## src/rtl/pulse_stretch_multi.sv

```systemverilog
// Multi-channel programmable pulse stretcher / pulse-to-toggle converter.
// Widens single-cycle fast-domain pulses so a slower domain can sample them.
module pulse_stretch_multi #(
    parameter int unsigned NCH   = 4,
    parameter int unsigned LEN_W = 4
) (
    input  logic             clk,
    input  logic             rst,
    input  logic             en,
    input  logic [LEN_W-1:0] cfg_len,
    input  logic             cfg_retrig,
    input  logic             cfg_toggle,
    input  logic [NCH-1:0]   pulse_in,
    input  logic             ovf_clr,
    output logic [NCH-1:0]   pulse_out,
    output logic [NCH-1:0]   busy,
    output logic [NCH-1:0]   ovf
);

    typedef enum logic {
        IDLE   = 1'b0,
        ACTIVE = 1'b1
    } state_t;

    state_t           state [NCH];
    logic [LEN_W-1:0] cnt   [NCH];
    logic             toggle_q;
    logic [LEN_W-1:0] len_m1;
    logic             mode_chg;
    logic [NCH-1:0]   ovf_set;

    // A programmed length of zero behaves as a length of one.
    assign len_m1   = (cfg_len == '0) ? '0 : cfg_len - LEN_W'(1);
    assign mode_chg = (cfg_toggle != toggle_q);

    // Pulses dropped inside a running window when retrigger is off.
    always_comb begin
        ovf_set = '0;
        if (en && !mode_chg && !cfg_toggle) begin
            for (int i = 0; i < int'(NCH); i++) begin
                if (state[i] == ACTIVE && cnt[i] != '0 && pulse_in[i] && !cfg_retrig)
                    ovf_set[i] = 1'b1;
            end
        end
    end

    always_ff @(posedge clk or posedge rst) begin
        if (rst) begin
            toggle_q  <= 1'b0;
            pulse_out <= '0;
            busy      <= '0;
            ovf       <= '0;
            for (int i = 0; i < int'(NCH); i++) begin
                state[i] <= IDLE;
                cnt[i]   <= '0;
            end
        end else begin
            toggle_q <= cfg_toggle;
            // Set wins over a simultaneous clear.
            ovf      <= (ovf & ~{NCH{ovf_clr}}) | ovf_set;
            for (int i = 0; i < int'(NCH); i++) begin
                if (!en || mode_chg) begin
                    state[i]     <= IDLE;
                    cnt[i]       <= '0;
                    pulse_out[i] <= 1'b0;
                    busy[i]      <= 1'b0;
                end else if (cfg_toggle) begin
                    state[i] <= IDLE;
                    cnt[i]   <= '0;
                    busy[i]  <= 1'b0;
                    if (pulse_in[i])
                        pulse_out[i] <= ~pulse_out[i];
                end else begin
                    unique case (state[i])
                        IDLE: begin
                            if (pulse_in[i]) begin
                                state[i]     <= ACTIVE;
                                cnt[i]       <= len_m1;
                                pulse_out[i] <= 1'b1;
                                busy[i]      <= 1'b1;
                            end else begin
                                pulse_out[i] <= 1'b0;
                                busy[i]      <= 1'b0;
                            end
                        end
                        ACTIVE: begin
                            // Last cycle of a window always accepts a new trigger seamlessly.
                            if (pulse_in[i] && (cnt[i] == '0 || cfg_retrig)) begin
                                cnt[i]       <= len_m1;
                                pulse_out[i] <= 1'b1;
                                busy[i]      <= 1'b1;
                            end else if (cnt[i] != '0) begin
                                cnt[i]       <= cnt[i] - LEN_W'(1);
                                pulse_out[i] <= 1'b1;
                                busy[i]      <= 1'b1;
                            end else begin
                                state[i]     <= IDLE;
                                pulse_out[i] <= 1'b0;
                                busy[i]      <= 1'b0;
                            end
                        end
                        default: begin
                            state[i]     <= IDLE;
                            cnt[i]       <= '0;
                            pulse_out[i] <= 1'b0;
                            busy[i]      <= 1'b0;
                        end
                    endcase
                end
            end
        end
    end

endmodule

```

## config.mk

```make
export PLATFORM = sky130hd
export DESIGN_NAME = pulse_stretch_multi
export DESIGN_NICKNAME = d
export VERILOG_FILES = /design/src/rtl/pulse_stretch_multi.sv
export SDC_FILE = /design/constraint.sdc
export NUM_CORES = 1
export LEC_CHECK = 0
export CAP_MARGIN = 20
export CORE_ASPECT_RATIO = 0.5
export CORE_MARGIN = 2
export CORE_UTILIZATION = 55
export DETAILED_ROUTE_END_ITERATION = 7
export HOLD_SLACK_MARGIN = 0.02
export PLACE_DENSITY = 0.86
export SYNTH_ARGS = -nofsm -noshare
export SYNTH_HDL_FRONTEND = slang
export SYNTH_SLANG_ARGS = --single-unit
```

## constraint.sdc

```tcl
create_clock -name clk -period 2.3 [get_ports clk]
set_input_delay 0.69 -clock clk [delete_from_list [all_inputs] [get_ports clk]]
set_output_delay 0.69 -clock clk [all_outputs]
set_load 0.01 [all_outputs]
```

==> metrics, run 1 <==
top cell type's share of synthesized area 0.369; Worst-path clk slew approximately 0.070 ns; Multi-input gate area around 1200 µm²; critical-path cell list clkdlybuf4s50_1, buf_4, nor3_1, mux2i_1, or3_1, a31oi_1; Synth area leaders dfrtp_1 37%, ha_1 6.4%, a31oi_1 5.1%; Design Area, Final between 2000 and 2500 µm²; Remaining Overflow, GRT 0; worst endpoint required time 2.45 ns; CTS H-Tree Depth 2; # IOs 26; post-DR vias/cell a little under 6; number of synthesized flops with an enable pin 0; register area share after synthesis 0.369; crit path DAT between 2 and 2.5 ns; crit start category input port; clk sinks 29; relative slew slack 0.659; PD cells ~480 nW/µm²; Detail Route Antenna Nets 0; root buf cell clkbuf_8; Initial Utilization 0.573; RD Place Congestion slightly below 0.9; share of power burned in registers 0.458; part of the cycle the worst path needs 0.944; Num CTS Buffers 5; largest net degree at the start of global routing 30; Comb power frac 0.189; CP bufs+invs 2; final hold violations 0; row count 15; Mapped Cells between 200 and 250; Net Sw Power 0.334 mW; Setup CP Type in -> reg; drt total wl about 4.8 mm; setup TNS 0 ns; Placed Area about 2400 µm²; Critical Path Sink Type register; clock power share 0.353; final max-slew violation count 0; Synth-to-Final Area Change 24.6%; final HPWL from detailed placement between 3 and 4 mm; Post-Syn Area between 1500 and 2000 µm²; placed insts roughly 290; wire per inst 16.3 µm; internal cell power ~0.84 mW; die footprint 4100 µm²; clk buf depth 2; drt drc 0; Worst VDD drop roughly 0.00022 V; initial antenna violation count 0; initial DRC count about 110; Hold Buf Count CTS 0; total power draw 1.17 mW; Unique masters post-synth 45; Synth Net Count approximately 230; post-CTS setup buffer count 0; RSZ-0062 raised after global routing false; Crit path max-delay family buffers and inverters; Ant. Diodes 0; Seq. cell area between 700 and 800 µm²; nets approximately 270; fin util 0.713; max incr delay on CP 0.50 ns; DR vias about 1.8k; first-pass GRT wire length around 7.6 mm; FMAX ~0.46 GHz; Seq cells post-synth 29; Critical-path top delay cell mux2i_1; Hold Crit Class reg -> reg; count of buffers from port buffering 25; Pre-Repair DR Iteration Count 4; status finished clean; max_cap viols 0; Die Y-Extent roughly 46 µm; Non-Filler Instances ~300; Total Routing Usage GR 0.257; Setup-failing EPs final 0; Most used DFF post-synth dfrtp_1; CP Max Fanout 4; CORE AREA approximately 3400 µm²; Net Sw Frac 0.285; Post-CTS Resized 0; chip width between 80 and 90 µm; vias in the first global route around 1.6k; post-layout minimum cycle time approximately 2.2 ns; layout cells sized above 1 0.191; Async SR Flop Fraction 1.00; Fillers between 200 and 300; Syn Area/Cell 9.69 µm²; Leak Pwr about 1.0 nW; area leader, netlist dfrtp_1; CTS tree done; clk_lat worst skew slightly below 0.3 ns; clock skew approximately 0.0029 ns; Slew @ Worst Pin around 0.50 ns; Synth Warn # 0
[layout make-up]
type,instances,share of cell area
multi-input cells,154,0.473
repair buffers,40,0.148
well taps,51,0.0260
flip-flops and latches,29,0.296
inverters,15,0.0230
clock inverters,2,0.00409
clock buffers,6,0.0296
[Yosys cell counts, types with 3 or more instances]
library cell / instances
a211oi_1: 3
a211oi_2: 4
a21bo_2: 4
a21o_1: 4
a21oi_1: 3
a31oi_1: 16
and2_1: 3
and2_4: 3
buf_2: 3
dfrtp_1: 29
ha_1: 10
inv_1: 15
mux2i_1: 4
nand2_1: 11
nand3b_1: 4
nand4_1: 3
nand4b_1: 4
nand4bb_1: 3
nor2_1: 10
nor3_1: 5
nor3b_1: 9
nor4_1: 4
o21a_1: 3
o21ai_0: 8
o22ai_1: 4
or3_1: 4
or3b_4: 3
xnor2_1: 3
[final timing paths]
check,start,to,slack [ns],depth (start not counted)
worst min register to register,ovf[0],ovf[0],0.53,2
min in group asynchronous,rst,cnt[0],0.78,3
worst max-delay path,cfg_len[0],cnt[7],0.13,6
max in group asynchronous,rst,busy[1],1.25,3
worst max register to register,cnt[4],cnt[7],0.42,6
worst min-delay path,ovf[0],ovf[0],0.53,2
[routing by layer]
metal	routed length [µm]	track usage
met1	2180	0.326
met4	97	0.112
met2	2320	0.433
met3	235	0.0573
met5	0	0
[tightest hold or removal path, cell delays in order (launching register included)]
cell and delay, ns:
dfrtp_1 0.38, inv_1 0.05, o21ai_0 0.06
[sequential cells by signal (all words and copies together), names as in the netlist]
register   count
busy           4
cnt           16
pulse_out      4
ovf            4
toggle_q       1
[per-stage QoR]
| step | hold WS, ns | setup WS (ns) |
|---|---|---|
| 2_1_floorplan | 0.549 | 0.396 |
| 3_3_place_gp | 0.510 | -0.0978 |
| 3_5_place_dp | 0.520 | -0.169 |
| 4_1_cts | 0.532 | 0.131 |
| 5_1_grt | 0.571 | 0.0423 |
| 6_report | 0.526 | 0.130 |
[logic make-up after synthesis]
group	share of synthesized area
simple gates	0.245
compound gates	0.239
flops	0.369
buf+inv	0.0420
fa+ha+maj	0.0636
mux	0.0280
xor+xnor	0.0134
[power by group through the flow]
stage | clock network, mW | logic (mW) | registers [mW]
after floorplan | 0 | 0.126 | 0.545
after global placement | 0 | 0.211 | 0.545
after detailed placement | 0 | 0.218 | 0.546
after CTS | 0.416 | 0.220 | 0.537
after global routing | 0.446 | 0.240 | 0.539
final | 0.414 | 0.221 | 0.538
[layout by cell type (no fill, tap or decap), drive strengths merged, types with 5 or more instances in the layout]
cell / instances
a211oi: 7
buf: 15
a21oi: 7
nor3: 5
clkbuf: 6
o21ai: 9
or3b: 5
ha: 10
inv: 15
nor2: 10
a31oi: 17
nor3b: 9
dfrtp: 29
clkdlybuf4s50: 25
and2: 6
nand2: 11
(Power assumes the default switching activity.)
==> run 2: changes to the inputs <==
==> constraint.sdc (replaced) <==
create_clock -name clk -period 2.3 [get_ports clk]
set_input_delay 0.23 -clock clk [delete_from_list [all_inputs] [get_ports clk]]
set_output_delay 0.23 -clock clk [all_outputs]
set_load 0.01 [all_outputs]
==> metrics, run 2 (synthesis gave the netlist of run 1 again) <==
count of buffers from port buffering 25 (unchanged); most common cell after layout, fill and taps aside dfrtp_1 (unchanged); layout cells sized above 1 0.164 (was 0.191); Hold Buf Count CTS 0 (unchanged); relative slew slack 0.653 (was 0.659); first-pass GRT wire length 7.62 mm (was 7.65 mm); most frequent cells in the layout 29 x dfrtp_1, 25 x clkdlybuf4s50_1, 16 x a31oi_1, 15 x inv_1, 11 x nand2_1 (was 29 x dfrtp_1, 25 x clkdlybuf4s50_1, 16 x a31oi_1, 15 x inv_1, 15 x buf_4); Reg2Reg Depth 6 (unchanged); clk buf depth 2 (unchanged); RSZ-0062 raised after global routing false (unchanged); Total Routing Usage GR 0.256 (was 0.257); post-layout minimum cycle time 1.85 ns (was 2.17 ns); Non-Filler Instances 289 (was 297); clk sinks 29 (unchanged); CP Max Fanout 6 (was 4); post-CTS setup buffer count 0 (unchanged); initial antenna violation count 0 (unchanged); reg2reg start cnt[0] (was cnt[4]); wire per inst 16.6 µm (was 16.3 µm); row count 15 (unchanged); Critical Path Sink Type register (unchanged); max_cap viols 0 (unchanged); clock skew 0.00715 ns (was 0.00285 ns); clk_lat worst skew 0.29 ns (about the same); post-DR vias/cell 6.11 (was 5.90); worst endpoint required time 2.46 ns (was 2.45 ns); Ant. Diodes 0 (unchanged); # IOs 26 (unchanged); drt drc 0 (unchanged); initial DRC count 90 (was 114); DR vias 1766 (was 1751); Remaining Overflow, GRT 0 (unchanged); CTS H-Tree Depth 2 (unchanged); Hold WS 0.321 ns (was 0.526 ns); drt total wl 4.81 mm (was 4.83 mm); die footprint 4100 µm² (unchanged); CTS tree done (unchanged); largest register by flop count cnt (unchanged); part of the cycle the worst path needs 0.802 (was 0.944); CORE AREA 3430 µm² (unchanged); Setup CP Type reg -> reg (was in -> reg); R2R Setup Slk 0.45 ns (was 0.42 ns); crit start category register (was input port); Setup-failing EPs final 0 (unchanged); final max-slew violation count 0 (unchanged); largest net degree at the start of global routing 30 (unchanged); Initial Utilization 0.573 (unchanged); final HPWL from detailed placement 3.25 mm (was 3.39 mm); crit path DAT 2.00 ns (was 2.32 ns); status finished clean (unchanged); final hold violations 0 (unchanged); Hold Crit Class in -> async (was reg -> reg); setup TNS 0 ns (unchanged); max reg flops 16 (unchanged); RD Place Congestion 0.816 (was 0.872); Worst VDD drop 0.000242 V (was 0.000218 V); PD cells 539 nW/µm² (was 479 nW/µm²); Pre-Repair DR Iteration Count 4 (unchanged); Leak Pwr 0.970 nW (was 0.995 nW); vias in the first global route 1621 (was 1628); Die Y-Extent 46.3 µm (unchanged); nets 261 (was 269); Critical R2R Capture cnt[3] (was cnt[7]); Num CTS Buffers 5 (unchanged); Worst-path clk slew 0.07 ns (about the same); total power draw 1.31 mW (was 1.17 mW); chip width 88.6 µm (unchanged); root buf cell clkbuf_8 (unchanged); placed insts 281 (was 289); FMAX 0.542 GHz (was 0.461 GHz); Slew @ Worst Pin 0.505 ns (was 0.497 ns); Synth-to-Final Area Change 23.2% (was 24.6%); Detail Route Antenna Nets 0 (unchanged); Post-CTS Resized 0 (unchanged)
run 2: worst max path at each step:
| stage | depth (start not counted) | end | startpoint | slack [ns] |
|---|---|---|---|---|
| 2_1_floorplan | 6 | cnt[2] | cnt[0] | 0.63 |
| 3_3_place_gp | 7 | cnt[1] | cfg_len[0] | 0.28 |
| 3_5_place_dp | 7 | cnt[1] | cfg_len[0] | 0.20 |
| 4_1_cts | 6 | cnt[3] | cnt[0] | 0.46 |
| 5_1_grt | 6 | cnt[2] | cnt[0] | 0.33 |
| 6_report | 6 | cnt[3] | cnt[0] | 0.45 |
run 2: final cells by class:
cell class | instances | area, µm²
clock inverter | 1 | 30.0
timing repair buffer | 32 | 303
clock buffer | 7 | 86.3
inverter | 15 | 56.3
sequential | 29 | 726
multi-input combinational | 154 | 1160
tap | 51 | 63.8
fill | 231 | 1010
run 2: per-stage QoR:
| stage | util | setup WS, ns | area [µm²] |
|---|---|---|---|
| final | 0.706 | 0.454 | 2420 |
| after global routing | 0.706 | 0.328 | 2420 |
| after CTS | 0.706 | 0.461 | 2420 |
| after detailed placement | 0.672 | 0.204 | 2310 |
| after floorplan | - | 0.628 | 1970 |
| after global placement | 0.672 | 0.282 | 2310 |
run 2: power breakdown:
group          internal, mW  total, mW  switching (mW)
Combinational        0.0981      0.211           0.113
Clock                 0.353      0.559           0.206
Sequential            0.522      0.537          0.0145
Total                 0.974       1.31           0.334
run 2: metal layers:
| metal | global-route usage | vias to the layer above | share of wire |
|---|---|---|---|
| li1 | - | 825 | - |
| met1 | 0.324 | 854 | 0.44 |
| met2 | 0.429 | 78 | 0.49 |
| met3 | 0.0645 | 9 | 0.059 |
| met4 | 0.103 | 0 | 0.011 |
| met5 | 0 | - | 0 |
run 2: critical path, cell delays in order (launching register included):
cell,delay [ns]
dfrtp_1,0.39
inv_1,0.13
ha_1,0.20
or3b_1,0.41
a21o_1,0.29
a31oi_1,0.21
a31oi_1,0.10
